### config.mk
export PLATFORM = sky130hd
export DESIGN_NAME = connect_board_engine
export DESIGN_NICKNAME = d
export VERILOG_FILES = /design/src/rtl/connect_board_engine.sv
export SDC_FILE = /design/constraint.sdc
export NUM_CORES = 1
export LEC_CHECK = 0
export BUFFER_PORTS_ARGS = -buffer_cell sky130_fd_sc_hd__buf_2
export CAP_MARGIN = 5
export CELL_PAD_IN_SITES_DETAIL_PLACEMENT = 1
export CELL_PAD_IN_SITES_GLOBAL_PLACEMENT = 2
export CORE_MARGIN = 1
export CORE_UTILIZATION = 25
export DETAILED_ROUTE_END_ITERATION = 10
export PLACE_DENSITY = 0.55
export SETUP_SLACK_MARGIN = 0.15
export SYNTH_ARGS = -nofsm -noshare
export SYNTH_HDL_FRONTEND = slang
export SYNTH_SLANG_ARGS = --single-unit
export TNS_END_PERCENT = 5
### constraint.sdc
create_clock -name clk -period 8.2 [get_ports clk]
set_input_delay 0.82 -clock clk [delete_from_list [all_inputs] [get_ports clk]]
set_output_delay 0.82 -clock clk [all_outputs]
set_load 0.01 [all_outputs]
### src/rtl/connect_board_engine.sv
// connect_board_engine: Connect-N / Pop-Out board state, move handshake,
// sequential win/draw scan and saturating per-player scores.
module connect_board_engine #(
    parameter int COLS    = 7,
    parameter int ROWS    = 6,
    parameter int WIN_LEN = 4,
    parameter int SCORE_W = 4,
    localparam int CW = (COLS > 1) ? $clog2(COLS) : 1,
    localparam int RW = (ROWS > 1) ? $clog2(ROWS) : 1,
    localparam int HW = $clog2(ROWS + 1)
) (
    input  logic               clk,
    input  logic               reset,
    input  logic               move_valid,
    input  logic [CW-1:0]      move_col,
    input  logic               move_pop,
    output logic               move_ready,
    output logic               move_ack,
    output logic               move_err,
    input  logic               new_game,
    input  logic               clear_score,
    input  logic [CW-1:0]      rd_col,
    input  logic [RW-1:0]      rd_row,
    output logic               rd_occupied,
    output logic               rd_color,
    output logic               cur_player,
    output logic               busy,
    output logic               game_over,
    output logic               winner_valid,
    output logic               winner,
    output logic               draw,
    output logic [SCORE_W-1:0] score_red,
    output logic [SCORE_W-1:0] score_yellow
);
    localparam int NC = COLS * ROWS;
    localparam int IW = (NC > 1) ? $clog2(NC) : 1;

    typedef enum logic [1:0] {IDLE = 2'd0, CHECK = 2'd1, OVER = 2'd2} state_t;

    state_t             state_q;
    logic [NC-1:0]      occ_q, color_q, occ_d, color_d;
    logic [HW-1:0]      height_q [COLS];
    logic [HW-1:0]      height_d [COLS];
    logic               cur_player_q, ack_q, err_q, winner_valid_q, winner_q, draw_q;
    logic               red_found_q, yel_found_q, rd_occ_q, rd_color_q;
    logic [CW-1:0]      scan_c_q;
    logic [RW-1:0]      scan_r_q;
    logic [SCORE_W-1:0] score_red_q, score_yel_q;

    logic               col_ok_s, move_ok_s, full_s, scan_last_s;
    logic               red_all_s, yel_all_s, mover_found_s, other_found_s, win_s, win_color_s;
    logic [CW-1:0]      sel_c_s;
    logic [HW-1:0]      sel_h_s;
    logic [IW-1:0]      bottom_idx_s;
    logic [1:0]         hits_s;

    // Cells are stored column-major so a column is a contiguous slice.
    function automatic logic [IW-1:0] cell_idx(input int c, input int r);
        return IW'(c * ROWS + r);
    endfunction

    // Returns {red, yellow}: WIN_LEN in-bounds cells along (dc, dr) share that colour.
    function automatic logic [1:0] run_match(input int c, input int r, input int dc, input int dr);
        logic red, yel;
        int   cc, rr;
        red = 1'b1;
        yel = 1'b1;
        for (int k = 0; k < WIN_LEN; k++) begin
            cc = c + k * dc;
            rr = r + k * dr;
            if (cc < 0 || cc >= COLS || rr < 0 || rr >= ROWS) begin
                red = 1'b0;
                yel = 1'b0;
            end else if (!occ_q[cell_idx(cc, rr)]) begin
                red = 1'b0;
                yel = 1'b0;
            end else if (color_q[cell_idx(cc, rr)]) begin
                yel = 1'b0;
            end else begin
                red = 1'b0;
            end
        end
        return {red, yel};
    endfunction

    // Move legality and the board contents that a legal move would produce.
    always_comb begin
        col_ok_s     = (int'(move_col) < COLS);
        sel_c_s      = col_ok_s ? move_col : '0;
        sel_h_s      = height_q[sel_c_s];
        bottom_idx_s = cell_idx(int'(sel_c_s), 0);
        if (move_pop) begin
            move_ok_s = col_ok_s && (sel_h_s != '0) && occ_q[bottom_idx_s] &&
                        (color_q[bottom_idx_s] == cur_player_q);
        end else begin
            move_ok_s = col_ok_s && (int'(sel_h_s) < ROWS);
        end
        occ_d    = occ_q;
        color_d  = color_q;
        height_d = height_q;
        if (move_ok_s && move_pop) begin
            // Cells above the height are empty, so shifting the whole column is exact.
            for (int r = 0; r < ROWS; r++) begin
                if (r < ROWS - 1) begin
                    occ_d[cell_idx(int'(sel_c_s), r)]   = occ_q[cell_idx(int'(sel_c_s), r + 1)];
                    color_d[cell_idx(int'(sel_c_s), r)] = color_q[cell_idx(int'(sel_c_s), r + 1)];
                end else begin
                    occ_d[cell_idx(int'(sel_c_s), r)]   = 1'b0;
                    color_d[cell_idx(int'(sel_c_s), r)] = 1'b0;
                end
            end
            height_d[sel_c_s] = sel_h_s - HW'(1);
        end else if (move_ok_s) begin
            occ_d[cell_idx(int'(sel_c_s), int'(sel_h_s))]   = 1'b1;
            color_d[cell_idx(int'(sel_c_s), int'(sel_h_s))] = cur_player_q;
            height_d[sel_c_s] = sel_h_s + HW'(1);
        end else begin
            height_d = height_q;
        end
    end

    // Current start-cell match and end-of-scan resolution.
    always_comb begin
        hits_s = run_match(int'(scan_c_q), int'(scan_r_q), 1, 0) |
                 run_match(int'(scan_c_q), int'(scan_r_q), 0, 1) |
                 run_match(int'(scan_c_q), int'(scan_r_q), 1, 1) |
                 run_match(int'(scan_c_q), int'(scan_r_q), 1, -1);
        red_all_s     = red_found_q | hits_s[1];
        yel_all_s     = yel_found_q | hits_s[0];
        scan_last_s   = (state_q == CHECK) && (int'(scan_c_q) == COLS - 1) &&
                        (int'(scan_r_q) == ROWS - 1);
        mover_found_s = cur_player_q ? red_all_s : yel_all_s;
        other_found_s = cur_player_q ? yel_all_s : red_all_s;
        win_s         = scan_last_s && (mover_found_s || other_found_s);
        win_color_s   = mover_found_s ? cur_player_q : ~cur_player_q;
        full_s        = 1'b1;
        for (int c = 0; c < COLS; c++) begin
            full_s = full_s && (int'(height_q[c]) == ROWS);
        end
    end

    // Game FSM: board, player, scan walk and result flags.
    always_ff @(posedge clk) begin
        if (reset || new_game) begin
            state_q        <= IDLE;
            occ_q          <= '0;
            color_q        <= '0;
            height_q       <= '{default: '0};
            cur_player_q   <= 1'b1;
            ack_q          <= 1'b0;
            err_q          <= 1'b0;
            winner_valid_q <= 1'b0;
            winner_q       <= 1'b0;
            draw_q         <= 1'b0;
            red_found_q    <= 1'b0;
            yel_found_q    <= 1'b0;
            scan_c_q       <= '0;
            scan_r_q       <= '0;
        end else begin
            ack_q <= 1'b0;
            err_q <= 1'b0;
            case (state_q)
                IDLE: begin
                    if (move_valid && move_ok_s) begin
                        occ_q       <= occ_d;
                        color_q     <= color_d;
                        height_q    <= height_d;
                        ack_q       <= 1'b1;
                        state_q     <= CHECK;
                        scan_c_q    <= '0;
                        scan_r_q    <= '0;
                        red_found_q <= 1'b0;
                        yel_found_q <= 1'b0;
                    end else if (move_valid) begin
                        err_q <= 1'b1;
                    end
                end
                CHECK: begin
                    red_found_q <= red_all_s;
                    yel_found_q <= yel_all_s;
                    if (scan_last_s) begin
                        if (mover_found_s || other_found_s) begin
                            winner_valid_q <= 1'b1;
                            winner_q       <= win_color_s;
                            state_q        <= OVER;
                        end else if (full_s) begin
                            draw_q  <= 1'b1;
                            state_q <= OVER;
                        end else begin
                            cur_player_q <= ~cur_player_q;
                            state_q      <= IDLE;
                        end
                    end else if (int'(scan_r_q) == ROWS - 1) begin
                        scan_r_q <= '0;
                        scan_c_q <= scan_c_q + CW'(1);
                    end else begin
                        scan_r_q <= scan_r_q + RW'(1);
                    end
                end
                OVER:    state_q <= OVER;
                default: state_q <= IDLE;
            endcase
        end
    end

    // Saturating scores; clearing beats a same-cycle win.
    always_ff @(posedge clk) begin
        if (reset || clear_score) begin
            score_red_q <= '0;
            score_yel_q <= '0;
        end else if (win_s && !new_game) begin
            if (win_color_s && (score_red_q != '1)) begin
                score_red_q <= score_red_q + SCORE_W'(1);
            end else if (!win_color_s && (score_yel_q != '1)) begin
                score_yel_q <= score_yel_q + SCORE_W'(1);
            end
        end
    end

    // Display read port, one cycle latency, zero outside the board.
    always_ff @(posedge clk) begin
        if (reset) begin
            rd_occ_q   <= 1'b0;
            rd_color_q <= 1'b0;
        end else if ((int'(rd_col) < COLS) && (int'(rd_row) < ROWS)) begin
            rd_occ_q   <= occ_q[cell_idx(int'(rd_col), int'(rd_row))];
            rd_color_q <= color_q[cell_idx(int'(rd_col), int'(rd_row))];
        end else begin
            rd_occ_q   <= 1'b0;
            rd_color_q <= 1'b0;
        end
    end

    assign move_ready   = (state_q == IDLE);
    assign busy         = (state_q == CHECK);
    assign game_over    = (state_q == OVER);
    assign move_ack     = ack_q;
    assign move_err     = err_q;
    assign cur_player   = cur_player_q;
    assign winner_valid = winner_valid_q;
    assign winner       = winner_q;
    assign draw         = draw_q;
    assign score_red    = score_red_q;
    assign score_yellow = score_yel_q;
    assign rd_occupied  = rd_occ_q;
    assign rd_color     = rd_color_q;
endmodule

-- Yosys cells after proc, flatten, opt, wreduce, memory -nomap -nowiden
Cells that the tools add are included.
- add/subtract/negate cells: 35
- multiply operators: 6
- div/mod/pow operators: 0
- magnitude comparators: 56
- eq/ne operators: 18
- shift operators: 0
- multiplexer cells: 228
- bitwise operators: 16
- reduce and logical (&&, ||, !) cells: 79
- operators by type and width (operator ; count):
    $mux W42 ; 14
    $bwmux W42 ; 11
    $bmux W1 S6 ; 38
    $lt A6 B7 Y1 const B ; 21
    $mux W1 ; 132
    $and A42 B42 Y42 ; 2
    $bwmux W21 ; 2
    $ge A6 B1 Y1 const B ; 7
    $mux W21 ; 2
    $not A42 Y42 ; 1
    $or A42 B42 Y42 ; 1
    $add A6 B5 Y6 ; 6
    $demux W1 S6 ; 6
    $logic_or A1 B1 Y1 ; 33
    $lt A4 B1 Y1 const B ; 7
    $logic_and A1 B1 Y1 ; 27
    $mux W3 ; 9
    $eq A3 B2 Y1 const B ; 8
    $ge A4 B3 Y1 const B ; 6
    $add A6 B3 Y6 ; 3
    $add A6 B4 Y6 ; 3
    $add A6 B6 Y6 ; 3
    $add A3 B2 Y4 const B ; 4
    $ge A5 B4 Y1 const B ; 3
    45 further kinds ; 89
- register bits after elaboration: 131
- bits in latches: 0
- RAM bits: 0
- ROM bits: 0
- input port bits: 15
- word-level logic and storage cells: 462
- memories: 0

-- Longest topological paths before layout
- word-level depth: 25
- mapped depth: 24
- mapped depth without buffers: 17

-- Least setup slack after synthesis
OpenSTA, ideal clock, no wires.
- path kind: register -> register
- from: reg scan_c_q[1]
- to: reg score_yel_q[2], in the netlist score_yellow[2]
- library setup time: 70 ps
- data arrival time: 6209 ps
- data required time: 8130 ps
- setup slack: 1921 ps
- stages on the path, launching flop included: 18
- period minus slack after synthesis: 6279 ps
- cell sequence: dfxtp_1 inv_1 ha_1 clkbuf_1 buf_1 inv_1 fa_1 ha_1 xnor2_1 mux4_2 nand3b_1 nand3_1 or2_0 or4b_1 a41o_1 or2_4 or4_1 a21oi_1
- longest elaborated chain between the ends: 25
- ends and longest elaborated chain (element ; RTL line ; RTL):
    start, declared ; 46 ; logic [CW-1:0] scan_c_q;
    start signal, assigned ; 195 ; scan_c_q <= scan_c_q + CW'(1);
    parallel branches: the longest is 24 deep, another holds $add A6 B4 Y6 ; -- ;
    $reduce_and A3 Y1 (no line) (*) ; -- ;
    end signal, assigned ; 215 ; score_yel_q <= score_yel_q + SCORE_W'(1);
    end, declared ; 48 ; logic [SCORE_W-1:0] score_red_q, score_yel_q;
Every way passes the cells marked *. The select of a mux whose other input is x is not followed.
A chain may end at the register's enable or synchronous reset.

-- Worst setup path after layout
Ends and elaborated chain as after synthesis.

==> summary.txt <==
Synth
  • Fraction of registers with async set/reset: 0%
  • Syn nets: about 2.6k
  • Synthesized area per cell: ~8.5 um^2
  • Register area share after synthesis: between 10% and 20%
  • Post-synth top flop: dfxtp_1
  • Netlist Area Pre-Place: ~21000 um^2
  • Post-synth EDFFs: 0
  • Synthesized flop and latch total: ~130
  • Synth Instances: 2460
  • Netlist cell types: 95
  • Yosys warning count: 0

GRT
  • First-pass GRT wire length: 166000 um
  • Total gr overflow: 0
  • Vias in the first global route: between 20k and 25k
  • Largest net degree at the start of global routing: 78
  • Gr usage total: 27.0%
  • Initial antenna violation count: 8

Clocking
  • Worst-Skew Late Latency: about 500 ps
  • Clock root cell: clkbuf_16
  • Setup Fix Bufs, Post-CTS: 0
  • Clock transition at path regs: approximately 70 ps
  • CTS tree: built
  • Clock Path Buffers: 2
  • H-tree depth: 4
  • Post-CTS Hold Buffers: 0
  • CTS resizes: 0
  • TritonCTS Buffers: 17
  • CTS sink cnt: between 100 and 150

Hold path
  • Hold Crit Start: winner_valid$_SDFFE_PP0P_
  • Worst Hold End: winner_valid$_SDFFE_PP0P_
  • Worst min path class: flop to flop
  • Worst hold path stage count: 2

STA
  • Worst-Margin Slew: 1320 ps
  • Final clock skew: around 17 ps
  • TNS Setup: 0 ps
  • Fmax: 0.154 GHz
  • Final worst-path cycle share: around four fifths
  • Worst setup margin: 1700 ps
  • RSZ-0062 raised after global routing: no
  • Fin. max-slew vios: 0
  • Max_slew headroom: between 10 and 15%
  • Min Clock Period, post-route: roughly 6500 ps
  • Final setup viols: 0
  • Final hold vios: 0
  • WHS: 444 ps

Setup path
  • Setup CP Type: flop to flop
  • CP Capture Type: flop
  • Crit start category: flop
  • Worst Reg2Reg Path Length in Cells: 15
  • Worst Setup SP: scan_c_q[1]$_SDFFE_PP0P_
  • Critical path data required time: between 8000 and 9000 ps
  • CP Data Arrival Time: between 6000 and 7000 ps
  • Crit-path max FO: 12
  • R2R Path End: score_yellow[2]$_SDFFE_PP0P_
  • Reg2reg setup slack: about 1700 ps
  • Reg-to-Reg Start: scan_c_q[1]$_SDFFE_PP0P_

Layout
  • ANT cells: 0
  • Synth-to-layout area growth: 9.66%
  • Filler cells: between 9k and 10k
  • Final Core Density: between 20% and 30%
  • Layout cell share with drive strength beyond 1: 20.4%
  • Final net count: roughly 2.5k

Power and ir drop
  • PD cells: between 90 and 100 nW/um^2
  • Maximum vdd drop: between 150 and 200 uV
  • Leak Pwr: 0.00783 uW

Status
  • Status: completed

Route
  • 1st-iter DRT viols: roughly 2.3k
  • DRT Pass-1 Iters: 6
  • WL per Instance: 33.5 um
  • Drc violations: 0
  • Vias: ~22k
  • Total wire length: 116000 um
  • DRT antenna net count: 0
  • Vias per cell: 6.46

Floorplan
  • Starting density of the core: between 20% and 30%
  • Die height: a little under 300 um
  • Row count: approximately 110
  • Top Ports: 34
  • Die W: 291 um
  • Core Box Area: slightly above 80000 um^2
  • Die ar.: 84800 um^2

Flow run
  • Max cap viols: 0

Place
  • Routability cong.: 0.934
  • Setup WS pre-CTS: between 1500 and 2000 ps
  • Port bufs: 33
  • HPWL after detailed placement: between 80000 and 90000 um
worst max-delay path, cell delays in order (launching register included):
cell and delay (ps):
dfxtp_1 630, inv_1 300, ha_1 330, xnor2_1 370
fa_1 600, ha_1 390, xnor2_1 900, mux4_2 620
nand3b_1 110, nand3_1 90, or2_0 200, or4b_1 580
a41o_1 370, or2_4 310, or4_1 460, a21oi_1 150
synthesized netlist by cell type (all sizes together), types with 8 or more instances:
cell / n / area, um^2
mux4: 246 / 5560
nand2: 233 / 875
nor2: 206 / 773
a21oi: 195 / 976
clkbuf: 180 / 677
o21ai: 153 / 766
dfxtp: 131 / 2620
nand3: 110 / 551
ha: 82 / 1030
mux2i: 80 / 801
buf: 71 / 388
nor3: 65 / 325
inv: 56 / 213
a31oi: 47 / 294
xnor2: 43 / 395
o22ai: 40 / 250
a211oi: 36 / 275
o211ai: 36 / 275
and3: 26 / 163
mux2: 26 / 293
nor2b: 25 / 156
a21o: 23 / 173
o221ai: 23 / 201
xor2: 23 / 201
and2: 21 / 131
a221oi: 20 / 175
nand2b: 19 / 119
fa: 17 / 340
a32oi: 15 / 131
a311oi: 14 / 123
a22oi: 13 / 97.6
o31ai: 12 / 90.1
or3: 12 / 75.1
nand4: 11 / 68.8
nand3b: 10 / 75.1
nor3b: 10 / 75.1
nor4: 10 / 62.6
a211o: 8 / 70.1
layout by cell type, fill, tap and decap left out, types with 19 or more instances in the layout:
master / n
mux4_2: 242
nand2_1: 233
nor2_1: 204
a21oi_1: 191
o21ai_0: 141
dfxtp_1: 130
buf_4: 113
nand3_1: 110
mux2i_1: 80
ha_1: 79
nor3_1: 65
inv_1: 53
a31oi_1: 46
xnor2_1: 41
o22ai_1: 40
a211oi_1: 35
o211ai_1: 35
buf_2: 33
mux2_2: 26
and3_1: 26
nor2b_1: 25
a21o_1: 23
o221ai_1: 22
xor2_1: 21
and2_1: 20
a221oi_1: 20
nand2b_1: 19
sequential cells by signal, summed over array words and instances (netlist names), named ones only:
name / flops
yel_found_q: 1
score_yellow: 4
height_q: 14
score_red: 4
move_err: 1
winner: 1
draw: 1
occ_q: 42
move_ack: 1
rd_occupied: 1
state_q: 2
scan_r_q: 3
cur_player: 1
red_found_q: 1
color_q: 42
rd_color: 1
scan_c_q: 3
winner_valid: 1
per-layer routing:
| layer | GRT usage (%) | routed length (um) | vias up |
|---|---|---|---|
| met5 | 0 | 0 | - |
| met4 | 15.3 | 7160 | 0 |
| met3 | 4.93 | 9170 | 295 |
| met2 | 42.3 | 52000 | 1171 |
| met1 | 34.8 | 47600 | 11500 |
| li1 | - | - | 9352 |
worst max path at each step:
stage                                              end  slack [ps]  cells past startpoint
final                     score_yellow[2]$_SDFFE_PP0P_        1700                     15
after global routing      score_yellow[2]$_SDFFE_PP0P_        1250                     15
after CTS                 score_yellow[2]$_SDFFE_PP0P_        1660                     15
after detailed placement  score_yellow[2]$_SDFFE_PP0P_        1670                     15
after global placement       score_red[1]$_SDFFE_PP0P_        1840                     17
after floorplan           score_yellow[2]$_SDFFE_PP0P_        1920                     17
through the flow:
step / cell area, um^2 / std cells / power (uW)
final: 22900 / 3457 / 2220
after global routing: 22900 / 3457 / 2290
after CTS: 22900 / 3457 / 2230
after detailed placement: 22300 / 3425 / 1350
after global placement: 22300 / 3425 / 1350
after floorplan: 20900 / 2460 / 1070
area by class of cell:
cell class	instances	area (um^2)	area share, %
inverter	57	216	0.944
clock buffer	17	425	1.86
tap	1070	1340	5.84
timing repair buffer	146	1010	4.42
multi-input combinational	2021	17100	74.6
clock inverter	15	193	0.841
sequential	131	2630	11.5
where the power goes:
part	leakage, uW	internal, uW	switching, uW
combinational	0.00646	191	519
sequential	0.00106	639	6.23
clock	0.000309	487	381
total	0.00783	1320	906
kinds of logic after synthesis:
logic type | after synthesis | synth area share, %
AOI/OAI and AO/OA | 705 | 21.6
buffers and inverters | 308 | 6.13
adders and majority gates | 101 | 6.63
xor gates and xnor gates | 71 | 3.40
muxes | 352 | 31.8
DFF | 131 | 12.5
and+or+nand+nor | 792 | 17.9
Power figures use the tool's default switching activity.
